**src/rtl/instr_fetch_ctrl.sv**
```systemverilog
// Instruction fetch sequencer: owns the fetch PC, issues one imem request at a time,
// buffers returned words in a prefetch FIFO and handles core redirects.
module instr_fetch_ctrl #(
   parameter int unsigned           ADDR_W     = 32,
   parameter int unsigned           FIFO_DEPTH = 2,
   parameter logic [ADDR_W-1:0]     RESET_PC   = '0,
   parameter int unsigned           PC_STEP    = 4
) (
   input  logic              cpu_clk,
   input  logic              cpu_rst,
   input  logic              enable,
   output logic              imem_req,
   output logic [ADDR_W-1:0] imem_addr,
   input  logic              imem_gnt,
   input  logic              imem_rvalid,
   input  logic [31:0]       imem_rdata,
   output logic [31:0]       cpu_instruction,
   output logic [ADDR_W-1:0] cpu_instruction_pc,
   output logic              cpu_instruction_RDY_BSY,
   input  logic              cpu_instr_ack,
   input  logic              redirect_valid,
   input  logic [ADDR_W-1:0] redirect_pc
);

   localparam int unsigned PTR_W = $clog2(FIFO_DEPTH);
   localparam int unsigned CNT_W = PTR_W + 1;

   typedef enum logic [1:0] {S_IDLE, S_REQ, S_WAIT, S_HOLD} state_t;

   state_t              state_q, state_d;
   logic                drop_q, drop_d;
   logic [ADDR_W-1:0]   fetch_pc_q;
   logic [ADDR_W-1:0]   entry_pc_q;
   logic [PTR_W-1:0]    rd_ptr_q, wr_ptr_q;
   logic [CNT_W-1:0]    count_q, count_after;
   logic [31:0]         mem_data [FIFO_DEPTH];
   logic [ADDR_W-1:0]   mem_pc   [FIFO_DEPTH];
   logic                empty, push, pop, full_after;

   always_comb begin
      empty       = (count_q == '0);
      pop         = cpu_instr_ack && !empty && !redirect_valid;
      push        = (state_q == S_WAIT) && imem_rvalid && !drop_q && !redirect_valid;
      count_after = count_q + CNT_W'(push) - CNT_W'(pop);
      full_after  = (count_after == CNT_W'(FIFO_DEPTH));
   end

   always_ff @(posedge cpu_clk or negedge cpu_rst) begin
      if (!cpu_rst) begin
         state_q <= S_IDLE;
         drop_q  <= 1'b0;
      end else begin
         state_q <= state_d;
         drop_q  <= drop_d;
      end
   end

   always_comb begin
      state_d = state_q;
      drop_d  = drop_q;
      if (redirect_valid) begin
         // A granted or still-outstanding request must drain; its data is marked stale.
         case (state_q)
            S_REQ: begin
               if (imem_gnt) begin
                  state_d = S_WAIT;
                  drop_d  = 1'b1;
               end else begin
                  state_d = enable ? S_REQ : S_IDLE;
               end
            end
            S_WAIT: begin
               if (imem_rvalid) begin
                  drop_d  = 1'b0;
                  state_d = enable ? S_REQ : S_IDLE;
               end else begin
                  drop_d  = 1'b1;
               end
            end
            default: state_d = enable ? S_REQ : S_IDLE;
         endcase
      end else begin
         case (state_q)
            S_IDLE: begin
               if (enable) state_d = (count_q < CNT_W'(FIFO_DEPTH)) ? S_REQ : S_HOLD;
            end
            S_REQ: begin
               if (imem_gnt)     state_d = S_WAIT;
               else if (!enable) state_d = S_IDLE;
            end
            S_WAIT: begin
               if (imem_rvalid) begin
                  drop_d = 1'b0;
                  if (!enable)         state_d = S_IDLE;
                  else if (full_after) state_d = S_HOLD;
                  else                 state_d = S_REQ;
               end
            end
            S_HOLD: begin
               if (pop) state_d = enable ? S_REQ : S_IDLE;
            end
            default: state_d = S_IDLE;
         endcase
      end
   end

   always_ff @(posedge cpu_clk or negedge cpu_rst) begin
      if (!cpu_rst) begin
         fetch_pc_q <= RESET_PC;
         entry_pc_q <= '0;
      end else if (redirect_valid) begin
         fetch_pc_q <= redirect_pc;
      end else if (state_q == S_REQ && imem_gnt) begin
         fetch_pc_q <= fetch_pc_q + ADDR_W'(PC_STEP);
         entry_pc_q <= fetch_pc_q;
      end
   end

   always_ff @(posedge cpu_clk or negedge cpu_rst) begin
      if (!cpu_rst) begin
         rd_ptr_q <= '0;
         wr_ptr_q <= '0;
         count_q  <= '0;
      end else if (redirect_valid) begin
         rd_ptr_q <= '0;
         wr_ptr_q <= '0;
         count_q  <= '0;
      end else begin
         if (push) wr_ptr_q <= wr_ptr_q + PTR_W'(1);
         if (pop)  rd_ptr_q <= rd_ptr_q + PTR_W'(1);
         count_q <= count_after;
      end
   end

   always_ff @(posedge cpu_clk) begin
      if (push) begin
         mem_data[wr_ptr_q] <= imem_rdata;
         mem_pc[wr_ptr_q]   <= entry_pc_q;
      end
   end

   always_comb begin
      imem_req                = (state_q == S_REQ);
      imem_addr               = fetch_pc_q;
      cpu_instruction_RDY_BSY = !empty;
      cpu_instruction         = empty ? '0 : mem_data[rd_ptr_q];
      cpu_instruction_pc      = empty ? '0 : mem_pc[rd_ptr_q];
   end

endmodule
```
**config.mk**
```make
export PLATFORM = sky130hd
export DESIGN_NAME = instr_fetch_ctrl
export DESIGN_NICKNAME = d
export VERILOG_FILES = /design/src/rtl/instr_fetch_ctrl.sv
export SDC_FILE = /design/constraint.sdc
export NUM_CORES = 1
export LEC_CHECK = 0
export ABC_AREA = 1
export ABC_CLOCK_PERIOD_IN_PS = 12300
export CAP_MARGIN = 5
export CORE_ASPECT_RATIO = 0.7
export CORE_MARGIN = 2
export CORE_UTILIZATION = 50
export DETAILED_ROUTE_END_ITERATION = 16
export GPL_ROUTABILITY_DRIVEN = 0
export GPL_TIMING_DRIVEN = 1
export PLACE_DENSITY_LB_ADDON = 0.15
export SLEW_MARGIN = 15
export SYNTH_ARGS = -nofsm -noshare
export SYNTH_HDL_FRONTEND = slang
export SYNTH_SLANG_ARGS = --single-unit
export TNS_END_PERCENT = 1
```
**constraint.sdc**
```tcl
create_clock -name cpu_clk -period 12.3 [get_ports cpu_clk]
set_input_delay 2.46 -clock cpu_clk [delete_from_list [all_inputs] [get_ports cpu_clk]]
set_output_delay 2.46 -clock cpu_clk [all_outputs]
set_load 0.005 [all_outputs]
```
==> results of run 1 <==
==> routing by layer <==
metal | global-route usage, % | up-vias
met4 | 5.71 | 0
met5 | 0 | -
met2 | 33.1 | 258
met1 | 35.4 | 3038
li1 | - | 3068
met3 | 6.71 | 18
==> report_power, final <==
group	switching [mW]	total, mW	internal [mW]	leakage (nW)
combinational	0.160	0.295	0.135	1.98
sequential	0.0806	0.905	0.825	2.01
clock	0.257	0.541	0.284	0.282
total	0.498	1.74	1.24	4.27
==> final cells by class <==
| class | instances | area [um2] | area share [%] |
|---|---|---|---|
| clock buffers | 17 | 425 | 3.90 |
| clock inverters | 15 | 148 | 1.35 |
| inverters | 58 | 221 | 2.03 |
| repair buffers | 171 | 1700 | 15.5 |
| flip-flops and latches | 199 | 5620 | 51.5 |
| well taps | 225 | 282 | 2.58 |
| multi-input cells | 525 | 2520 | 23.1 |
==> Yosys cell counts, types with 8 or more instances <==
| cell | instances |
|---|---|
| sky130_fd_sc_hd__o21ai_0 | 17 |
| sky130_fd_sc_hd__inv_1 | 52 |
| sky130_fd_sc_hd__a21oi_1 | 71 |
| sky130_fd_sc_hd__o21ai_1 | 13 |
| sky130_fd_sc_hd__nand4_1 | 11 |
| sky130_fd_sc_hd__nor2_1 | 67 |
| sky130_fd_sc_hd__edfxtp_1 | 128 |
| sky130_fd_sc_hd__nand3_1 | 50 |
| sky130_fd_sc_hd__buf_2 | 18 |
| sky130_fd_sc_hd__nand2_1 | 236 |
| sky130_fd_sc_hd__dfrtp_1 | 71 |
| sky130_fd_sc_hd__ha_1 | 8 |
| sky130_fd_sc_hd__clkbuf_1 | 16 |
==> registers in the layout (all words and copies together), names as in the netlist <==
name,cells
rd_ptr_q,1
imem_addr,32
wr_ptr_q,1
entry_pc_q,32
mem_data,64
mem_pc,64
count_q,2
drop_q,1
state_q,2
==> kinds of logic (layout without fill, tap and decap cells) <==
kind of cell / after synthesis / after routing
AOI/OAI and AO/OA: 120 / 120
xor gates and xnor gates: 7 / 7
adders and majority gates: 8 / 8
buffers and inverters: 95 / 261
DFF: 199 / 199
and+or+nand+nor: 390 / 390
==> worst paths after layout <==
| check | start | end | slack, ns | cells past startpoint |
|---|---|---|---|---|
| max reg2reg | state_q[1]$_DFFE_PN0P_ | imem_addr[25]$_DFFE_PN0N_ | 9.73 | 8 |
| min reg2reg | entry_pc_q[12]$_DFFE_PN0P_ | mem_pc[0][12]$_DFFE_PP_ | 0.48 | 0 |
| min | entry_pc_q[12]$_DFFE_PN0P_ | mem_pc[0][12]$_DFFE_PP_ | 0.48 | 0 |
| max | rd_ptr_q$_DFFE_PN0P_ | cpu_instruction_pc[18] | 7.38 | 4 |
| max in group asynchronous | cpu_rst | rd_ptr_q$_DFFE_PN0P_ | 9.53 | 1 |
| min in group asynchronous | cpu_rst | count_q[1]$_DFF_PN0_ | 2.13 | 1 |
==> critical path: cells and delay by family, from the launching register on <==
family	cells	cell delay (ns)
AND/OR/NAND/NOR	1	0.12
flip-flops	1	0.41
AO/OA/AOI/OAI	1	0.26
buffers and inverters	2	1.16
==> results.md, run 1 <==
* Status: finished clean
* Finished layout cell area at 10900 um2
* Die ar. at 18100 um2
* Total number of clock tree sinks at just under 200
* Cell-by-cell listing of the critical path: clkinv_2, nand2_1, a21oi_1, clkdlybuf4s50_1
* H-tree levels at 4
* TritonCTS clock tree: built
* Max Slew Vio Count at 0
* Synth Flop Type: sky130_fd_sc_hd__edfxtp_1
* Synth Area in XOR/XNOR at less than 1%
* Met2 wire length at 8780 um
* Initial Util at between 50% and 60%
* Minimum period implied by the final worst setup slack at roughly 5 ns
* Biggest area contributors in the synthesized netlist: sky130_fd_sc_hd__edfxtp_1, sky130_fd_sc_hd__dfrtp_1, sky130_fd_sc_hd__nand2_1
* Routed metal-1 wire length at just under 10000 um
* Synth Cell Area at 8520 um2
* Post-CTS Setup Bufs at 0
* Required time at the endpoint of the critical path at roughly 9.8 ns
* Overall routing resource usage at between 20% and 30%
* Crit Path Category: register to output pin
* Post-synthesis mux area share at 0%
* Via count of the first global-routing pass at slightly above 6000
* Synth area leader: sky130_fd_sc_hd__edfxtp_1
* Met3 routed wirelength at approximately 1600 um
* Count of antenna-violating nets left after detailed routing at 0
* Placeable core region at ~16000 um2
* Worst hold margin at ~0.48 ns
* Number of enable-type register cells in the synthesized netlist at 128
* Setup repair after global routing missed its margin: no
* Final hold violations at 0
* Drt initial violations at 643
* Most common cell after layout, fill and taps aside: sky130_fd_sc_hd__nand2_1
* Hold/Removal Path Class: register to register
* Pre-CTS worst setup slack at roughly 7.4 ns
* Post-Syn Area per Cell at ~10 um2
* Number of standard cells after synthesis at 819
* Crit-path max FO at 65
* DR DRC count at 0
* Count of fill cells added during filler insertion at approximately 1400
* Remaining global-route overflow at 0
* Slew headroom at a little over a third
* Largest net degree at the start of global routing at a little over 70
* Clock insertion delay at the later pin of the skew report at between 0.4 and 0.5 ns
* Clock transition at the registers of the reported paths at 0.07 ns
* Fraction of final layout cells with drive strength greater than 1 at under 10%
* Slowest CP cell: sky130_fd_sc_hd__clkinv_2
* Number of warnings reported in the yosys synthesis log at 0
* Maximum clock insertion buffer count at 2
* Antenna diode count at 0
* Synthesized-area fraction occupied by adder cells at 1.18%
* Highest routing layer actually used: met4
* Vias per inst at approximately 5.3
* Worst vdd ir at between 0.00009 and 0.0001 V
* Post-route clock period utilization at between 40% and 50%
* Sum of negative setup slack at 0 ns
* Count of distinct cell types in the synthesized netlist at 41
* Half-perimeter wire length after detailed placement at ~13000 um
* Root Driver: sky130_fd_sc_hd__clkbuf_16
* Non-filler instance count after layout at around 1200
* Global-route wire length before repair at around 32000 um
* Final WL at 20500 um
* Post_cts resized at 0
* Area Growth Syn to Fin at 28.1%
* Total number of placement rows at 39
* Simple-gate share of the synthesized area at between 10% and 20%
* Cells after DPL at about 1200
* Post-route total power at roughly 1.7 mW
* First drt pass iteration count at 5
* Area of placed instances at ~10000 um2
* Cts bufs inserted at 17
* Count of maximum capacitance violations at 0
* Leading cell types in the layout, fill and taps excluded: sky130_fd_sc_hd__nand2_1, sky130_fd_sc_hd__clkdlybuf4s50_1, sky130_fd_sc_hd__edfxtp_1, sky130_fd_sc_hd__a21oi_1, sky130_fd_sc_hd__dfrtp_1
* Proportion of netlist area held by the largest area contributor at between 40% and 50%
* Synthesized netlist net count at between 800 and 900
* PortBufs at between 150 and 200
* Worst setup EP type: output pin
* Nature of the critical path startpoint: register
* Final Skew at 0.0115 ns
* Die outline height at between 100 and 150 um
* I/O Pins at roughly 170
* Flip-flop and latch count after synthesis at just under 200
* Initial antenna violation count at 0
* Wire length per cell at ~17 um
* Worst Tran Pin Value at between 0.9 and 1 ns
* PD cells at around 160 nW/um2
* Crit-path max cell delay at 0.61 ns
* Sequential element share of the synthesized area at around two thirds
* Final setup vio count at 0
* Share of the core filled with cells at between 60% and 70%
* Final-stage net count at ~1100
* Proportion of synthesized flip-flops having asynchronous set or reset at 35.7%
* Data arrival at the endpoint of the critical path at between 2 and 2.5 ns
* Combinational family with the most area after synthesis: simple AND/OR/NAND/NOR gates
* Leakage power at between 4 and 5 nW
* Vias post-DR at 6382
* Least setup slack across all paths after layout at about 7.4 ns
* CTS Hold Bufs at 0
* Die X-Extent at ~160 um
* Synth Area in Compound Gates at roughly 7.6%
* Timing-limited maximum frequency at 0.203 GHz
(Power assumes the default switching activity.)
==> inputs of run 2 (changes only) <==
ABC_CLOCK_PERIOD_IN_PS = 4200   (was 12300)
CORE_UTILIZATION = 47   (was 50)
clock period = 4.2 ns   (was 12.3 ns; I/O delays follow)
==> run 2 against run 1 <==
Critical path depth is 1 higher. Clock-buffer cell count is 7 higher. Total power grew to 2.9 times the previous value. First-iteration DRC count decreased by 7.8%. Worst setup slack worse by 6.4 ns. Sequential share of layout area decreased by 0.26 points. Routed wire length down 1.5%. Non-clock buffer count up 4. Combinational power rose to 2.9 times the previous value. Critical path type unchanged. Sequential power increased to 2.9 times the previous value. Sequential cell count is the same. Clock power rose to 2.8 times the previous value.
==> results.md, run 2 (synthesis results as in run 1) <==
* Pre-CTS worst setup slack at roughly 1.3 ns
* Die X-Extent at 165 um
* Setup repair after global routing missed its margin: no
* Root Driver: sky130_fd_sc_hd__clkbuf_16
* Crit Path Category: register to output pin
* Maximum clock insertion buffer count at 2
* H-tree levels at 4
* Worst Tran Pin Value at approximately 0.95 ns
* Sum of negative setup slack at 0 ns
* TritonCTS clock tree: built
* Via count of the first global-routing pass at slightly below 6000
* Die ar. at between 15000 and 20000 um2
* Met3 routed wirelength at approximately 1600 um
* Cell-by-cell listing of the critical path: inv_2, buf_12, nand2_1, a21oi_1, clkdlybuf4s50_1
* Routed metal-1 wire length at approximately 10000 um
* First drt pass iteration count at 5
* Hold/Removal Path Class: register to register
* Count of maximum capacitance violations at 0
* Clock insertion delay at the later pin of the skew report at about 0.43 ns
* Status: finished clean
* Placeable core region at approximately 18000 um2
* Met2 wire length at roughly 8500 um
* Cells after DPL at ~1200
* Largest net degree at the start of global routing at 72
* Vias per inst at between 5 and 6
* Clock transition at the registers of the reported paths at ~0.070 ns
* Number of buffer and inverter instances along the worst setup path at 3
* Worst setup EP type: output pin
* Final-stage net count at 1055
* Half-perimeter wire length after detailed placement at around 13000 um
* CP top delay family: buffers and inverters
* R2r setup slk at ~1.9 ns
* Antenna diode count at 0
* Crit-path max cell delay at approximately 0.55 ns
* Area Growth Syn to Fin at 28.8%
* Minimum period implied by the final worst setup slack at between 3 and 4 ns
* I/O Pins at around 170
* Global-route wire length before repair at 31200 um
* PD cells at between 400 and 500 nW/um2
* Worst vdd ir at 0.000258 V
* Crit-path max FO at 42
* Post-route total power at approximately 5.0 mW
* Final setup vio count at 0
* Non-filler instance count after layout at 1225
* DR DRC count at 0
* Final hold violations at 0
* Count of antenna-violating nets left after detailed routing at 0
* Remaining global-route overflow at 0
* Post_cts resized at 0
* Cts bufs inserted at 17
* Initial Util at a little under half
* Registers with the most flip-flops: mem_data: 64 flops, mem_pc: 64 flops
* Overall routing resource usage at a little over a fifth
* Post-CTS Setup Bufs at 0
* Drt initial violations at 593
* Vias post-DR at roughly 6300
* Share of the core filled with cells at 61.3%
* CTS Hold Bufs at 0
* Timing-limited maximum frequency at roughly 0.31 GHz
* Nature of the critical path startpoint: register
* Die outline height at about 120 um
* Fraction of final layout cells with drive strength greater than 1 at under 10%
* Wire length per cell at 16.5 um
* Post-route clock period utilization at around 77%
* Final Skew at between 0.008 and 0.009 ns
* Total number of clock tree sinks at 199
* PortBufs at roughly 170
* Data arrival at the endpoint of the critical path at roughly 2.4 ns
* Least setup slack across all paths after layout at approximately 0.95 ns
* Most common cell after layout, fill and taps aside: sky130_fd_sc_hd__nand2_1
* Slew headroom at 36.9%
* Required time at the endpoint of the critical path at between 3 and 4 ns
* Final WL at ~20000 um
* Highest routing layer actually used: met4
* Total number of placement rows at 41
* Slowest CP cell: sky130_fd_sc_hd__clkdlybuf4s50_1
* Initial antenna violation count at 0
* Leading cell types in the layout, fill and taps excluded: sky130_fd_sc_hd__nand2_1, sky130_fd_sc_hd__clkdlybuf4s50_1, sky130_fd_sc_hd__edfxtp_1, sky130_fd_sc_hd__a21oi_1, sky130_fd_sc_hd__dfrtp_1
* Leakage power at between 4 and 5 nW
* Max Slew Vio Count at 0
## run 2: cell types whose count changed in the layout (fill, tap and decap cells not counted), sizes merged
cell / delta
clkinv: -8
buf: +4
clkbuf: +7
clkinvlp: +2
bufinv: -1
## run 2: layer usage
metal | up-vias | GRT usage (%)
li1 | 3083 | -
met1 | 2961 | 32.4
met2 | 235 | 31.2
met3 | 17 | 5.54
met4 | 0 | 6.14
met5 | - | 0
## run 2: worst paths after layout
check | cells after the start | endpoint | start
max | 5 | cpu_instruction_pc[26] | rd_ptr_q$_DFFE_PN0P_
min | 0 | mem_pc[1][0]$_DFFE_PP_ | entry_pc_q[0]$_DFFE_PN0P_
max reg2reg | 15 | state_q[1]$_DFFE_PN0P_ | state_q[0]$_DFFE_PN0P_
min reg2reg | 0 | mem_pc[1][0]$_DFFE_PP_ | entry_pc_q[0]$_DFFE_PN0P_
max in group asynchronous | 1 | rd_ptr_q$_DFFE_PN0P_ | cpu_rst
min in group asynchronous | 1 | drop_q$_DFFE_PN0P_ | cpu_rst
## run 2: cell type report
cell class	instances	area [um2]
clock buffers	24	462
clock inverters	8	71.3
fillers	1473	6940
inverters	58	218
multi-input cells	525	2520
flip-flops and latches	199	5620
well taps	236	295
repair buffers	175	1780
## run 2: worst register-to-register path: cells and delay by family, from the launching register on
kind | cells | cell delay, ns
buf+inv | 2 | 0.17
flops | 1 | 0.44
simple gates | 10 | 0.87
fa+ha+maj | 3 | 0.82
## run 2: power by group
part           internal (mW)  total (mW)  switching, mW
combinational          0.402       0.867          0.465
sequential              2.42        2.64          0.223
clock                  0.786        1.49          0.700
## run 2: stage by stage
stage	area [um2]	hold WS [ns]
2_1_floorplan	8520	0.442
3_3_place_gp	10400	0.451
3_5_place_dp	10400	0.457
4_1_cts	11000	0.472
5_1_grt	11000	0.489
6_report	11000	0.471
==> inputs of run 3 (changes only) <==
ABC_CLOCK_PERIOD_IN_PS = 2900   (was 4200)
clock period = 2.9 ns   (was 4.2 ns; I/O delays follow)
==> run 3 against run 2 <==
Sequential share of layout area decreased by 0.74 points. Register-to-register slack worse by 1.3 ns. Combinational power rose by 49%. Sequential power grew 44%. Worst setup slack lost 0.83 ns. Utilization rose by 0.89 points. Clock-buffer cell count down 7. Sequential cell count stayed put. Critical endpoint is now cpu_instruction_pc[19].
==> results.md, run 3 (synthesis results as in run 1) <==
* Crit-path max cell delay at between 0.5 and 0.6 ns
* Crit Path Category: register to output pin
* Max Slew Vio Count at 0
* Largest net degree at the start of global routing at 66
* Total number of placement rows at 41
* Final-stage net count at approximately 1100
* Setup repair after global routing missed its margin: no
* Minimum period implied by the final worst setup slack at about 2.8 ns
* Global route hottest layer: met1
* Via count of the first global-routing pass at between 5000 and 6000
* Most common cell after layout, fill and taps aside: sky130_fd_sc_hd__nand2_1
* Worst hold margin at about 0.13 ns
* Data arrival at the endpoint of the critical path at 2.20 ns
* Registers with the most flip-flops: mem_data: 64 flops, mem_pc: 64 flops
* Half-perimeter wire length after detailed placement at around 14000 um
* Antenna diode count at 0
* Final WL at ~20000 um
* Crit-path max FO at 24
* TritonCTS clock tree: built
* Root Driver: sky130_fd_sc_hd__clkbuf_16
* DR DRC count at 0
* Cts bufs inserted at 17
* Remaining global-route overflow at 0
* Initial Util at roughly 48%
* Nature of the critical path startpoint: register
* Count of fill cells added during filler insertion at around 1500
* Footprint of the multi-input gates at around 2500 um2
* Final hold violations at 0
* Reg2Reg Capture Point: state_q[1]$_DFFE_PN0P_
* PortBufs at ~170
* H-tree levels at 4
* Hold/Removal Path Class: primary input to async pin
* First drt pass iteration count at 4
* Post-CTS Setup Bufs at 0
* Leakage power at 4.38 nW
* I/O Pins at 169
* Slew headroom at a little over three fifths
* Area of placed instances at around 11000 um2
* CTS Hold Bufs at 0
* Met1 usage in global routing at 32.6%
* Total number of clock tree sinks at between 150 and 200
* Count of maximum capacitance violations at 0
* Die X-Extent at ~160 um
* Non-filler instance count after layout at 1233
* Slowest CP cell: sky130_fd_sc_hd__clkdlybuf4s50_1
* Status: finished clean
* Count of antenna-violating nets left after detailed routing at 0
* Sequential cell area at about 5600 um2
* Worst R2R Path Depth at 15
* Startpoint of the worst setup timing path: count_q[1]$_DFF_PN0_
* Post-route clock period utilization at 95.8%
* Global-route wire length before repair at between 30000 and 40000 um
* Area Growth Syn to Fin at 30.7%
* Worst setup EP type: output pin
* R2r setup slk at about 0.60 ns
* Die outline height at 117 um
* Clock transition at the registers of the reported paths at 0.07 ns
* Drt initial violations at around 520
* Share of the core filled with cells at between 60% and 70%
* Global Route met2 Usage at about a third
* Maximum clock insertion buffer count at 2
* Placeable core region at 17900 um2
* PD cells at about 670 nW/um2
* Cell-by-cell listing of the critical path: or2_1, inv_6, a21oi_1, clkdlybuf4s50_1
* Worst setup path endpoint: cpu_instruction_pc[19]
* Sum of negative setup slack at 0 ns
* Wire length per cell at 16.6 um
* Die ar. at 19200 um2
* Required time at the endpoint of the critical path at ~2.3 ns
* Startpoint of the most critical register-to-register path: state_q[0]$_DFFE_PN0P_
* Timing-limited maximum frequency at roughly 0.36 GHz
* Leading cell types in the layout, fill and taps excluded: sky130_fd_sc_hd__nand2_1, sky130_fd_sc_hd__clkdlybuf4s50_1, sky130_fd_sc_hd__edfxtp_1, sky130_fd_sc_hd__a21oi_1, sky130_fd_sc_hd__dfrtp_1
* Final setup vio count at 0
* Overall routing resource usage at a little over a fifth
* Fraction of final layout cells with drive strength greater than 1 at under 10%
* Final Skew at between 0.007 and 0.008 ns
* Worst Tran Pin Value at around 0.56 ns
* Worst vdd ir at just under 0.0004 V
* Cells after DPL at approximately 1200
* Clock insertion delay at the later pin of the skew report at between 0.4 and 0.5 ns
* Initial antenna violation count at 0
* Vias post-DR at 6324
* Vias per inst at between 5 and 6
* Finished layout cell area at 11100 um2
* Global routing usage on met3 at approximately 5.9%
run 3: how the worst min path moves through the flow:
stage | to | cells past startpoint
6_report | wr_ptr_q$_DFFE_PN0P_ | 1
5_1_grt | imem_addr[24]$_DFFE_PN0N_ | 1
4_1_cts | imem_addr[24]$_DFFE_PN0N_ | 1
3_5_place_dp | mem_pc[1][8]$_DFFE_PP_ | 0
3_3_place_gp | mem_pc[1][0]$_DFFE_PP_ | 0
2_1_floorplan | count_q[0]$_DFF_PN0_ | 0
run 3: worst max-delay path: cells and delay by family, from the launching register on:
| kind | cells | cell delay, ns |
|---|---|---|
| and+or+nand+nor | 1 | 0.25 |
| buffers and inverters | 2 | 0.73 |
| DFF | 1 | 0.43 |
| AOI/OAI and AO/OA | 1 | 0.35 |
run 3: final cells by class:
type,instances,share of cell area (%)
clock buffer,17,3.82
clock inverter,15,1.47
inverter,58,2.01
multi-input combinational,525,22.7
sequential,199,50.5
tap,236,2.65
timing repair buffer,183,16.8
run 3: repair_timing:
action,CTS,global route
pin swaps,0,0
resized for setup,1,2
gates cloned,0,0
endpoints found under the setup margin,44,16
run 3: metrics by stage:
stage                     power (mW)  setup slack, ns
after floorplan                 4.48           -0.116
after global placement          5.12            0.369
after detailed placement        5.16            0.315
after CTS                       7.50           0.0638
after global routing            7.83           0.0141
final                           7.46            0.121
run 3: metal layers:
| metal | vias up | share of wire (%) |
|---|---|---|
| li1 | 3102 | - |
| met1 | 3003 | 48 |
| met2 | 204 | 43 |
| met3 | 15 | 8.1 |
| met4 | 0 | 1.0 |
| met5 | - | 0 |
run 3: power by group:
part	internal, mW	switching, mW	leakage [nW]
clock network	1.29	1.06	0.288
logic	0.602	0.685	2.08
registers	3.50	0.315	2.01
total	5.39	2.07	4.38
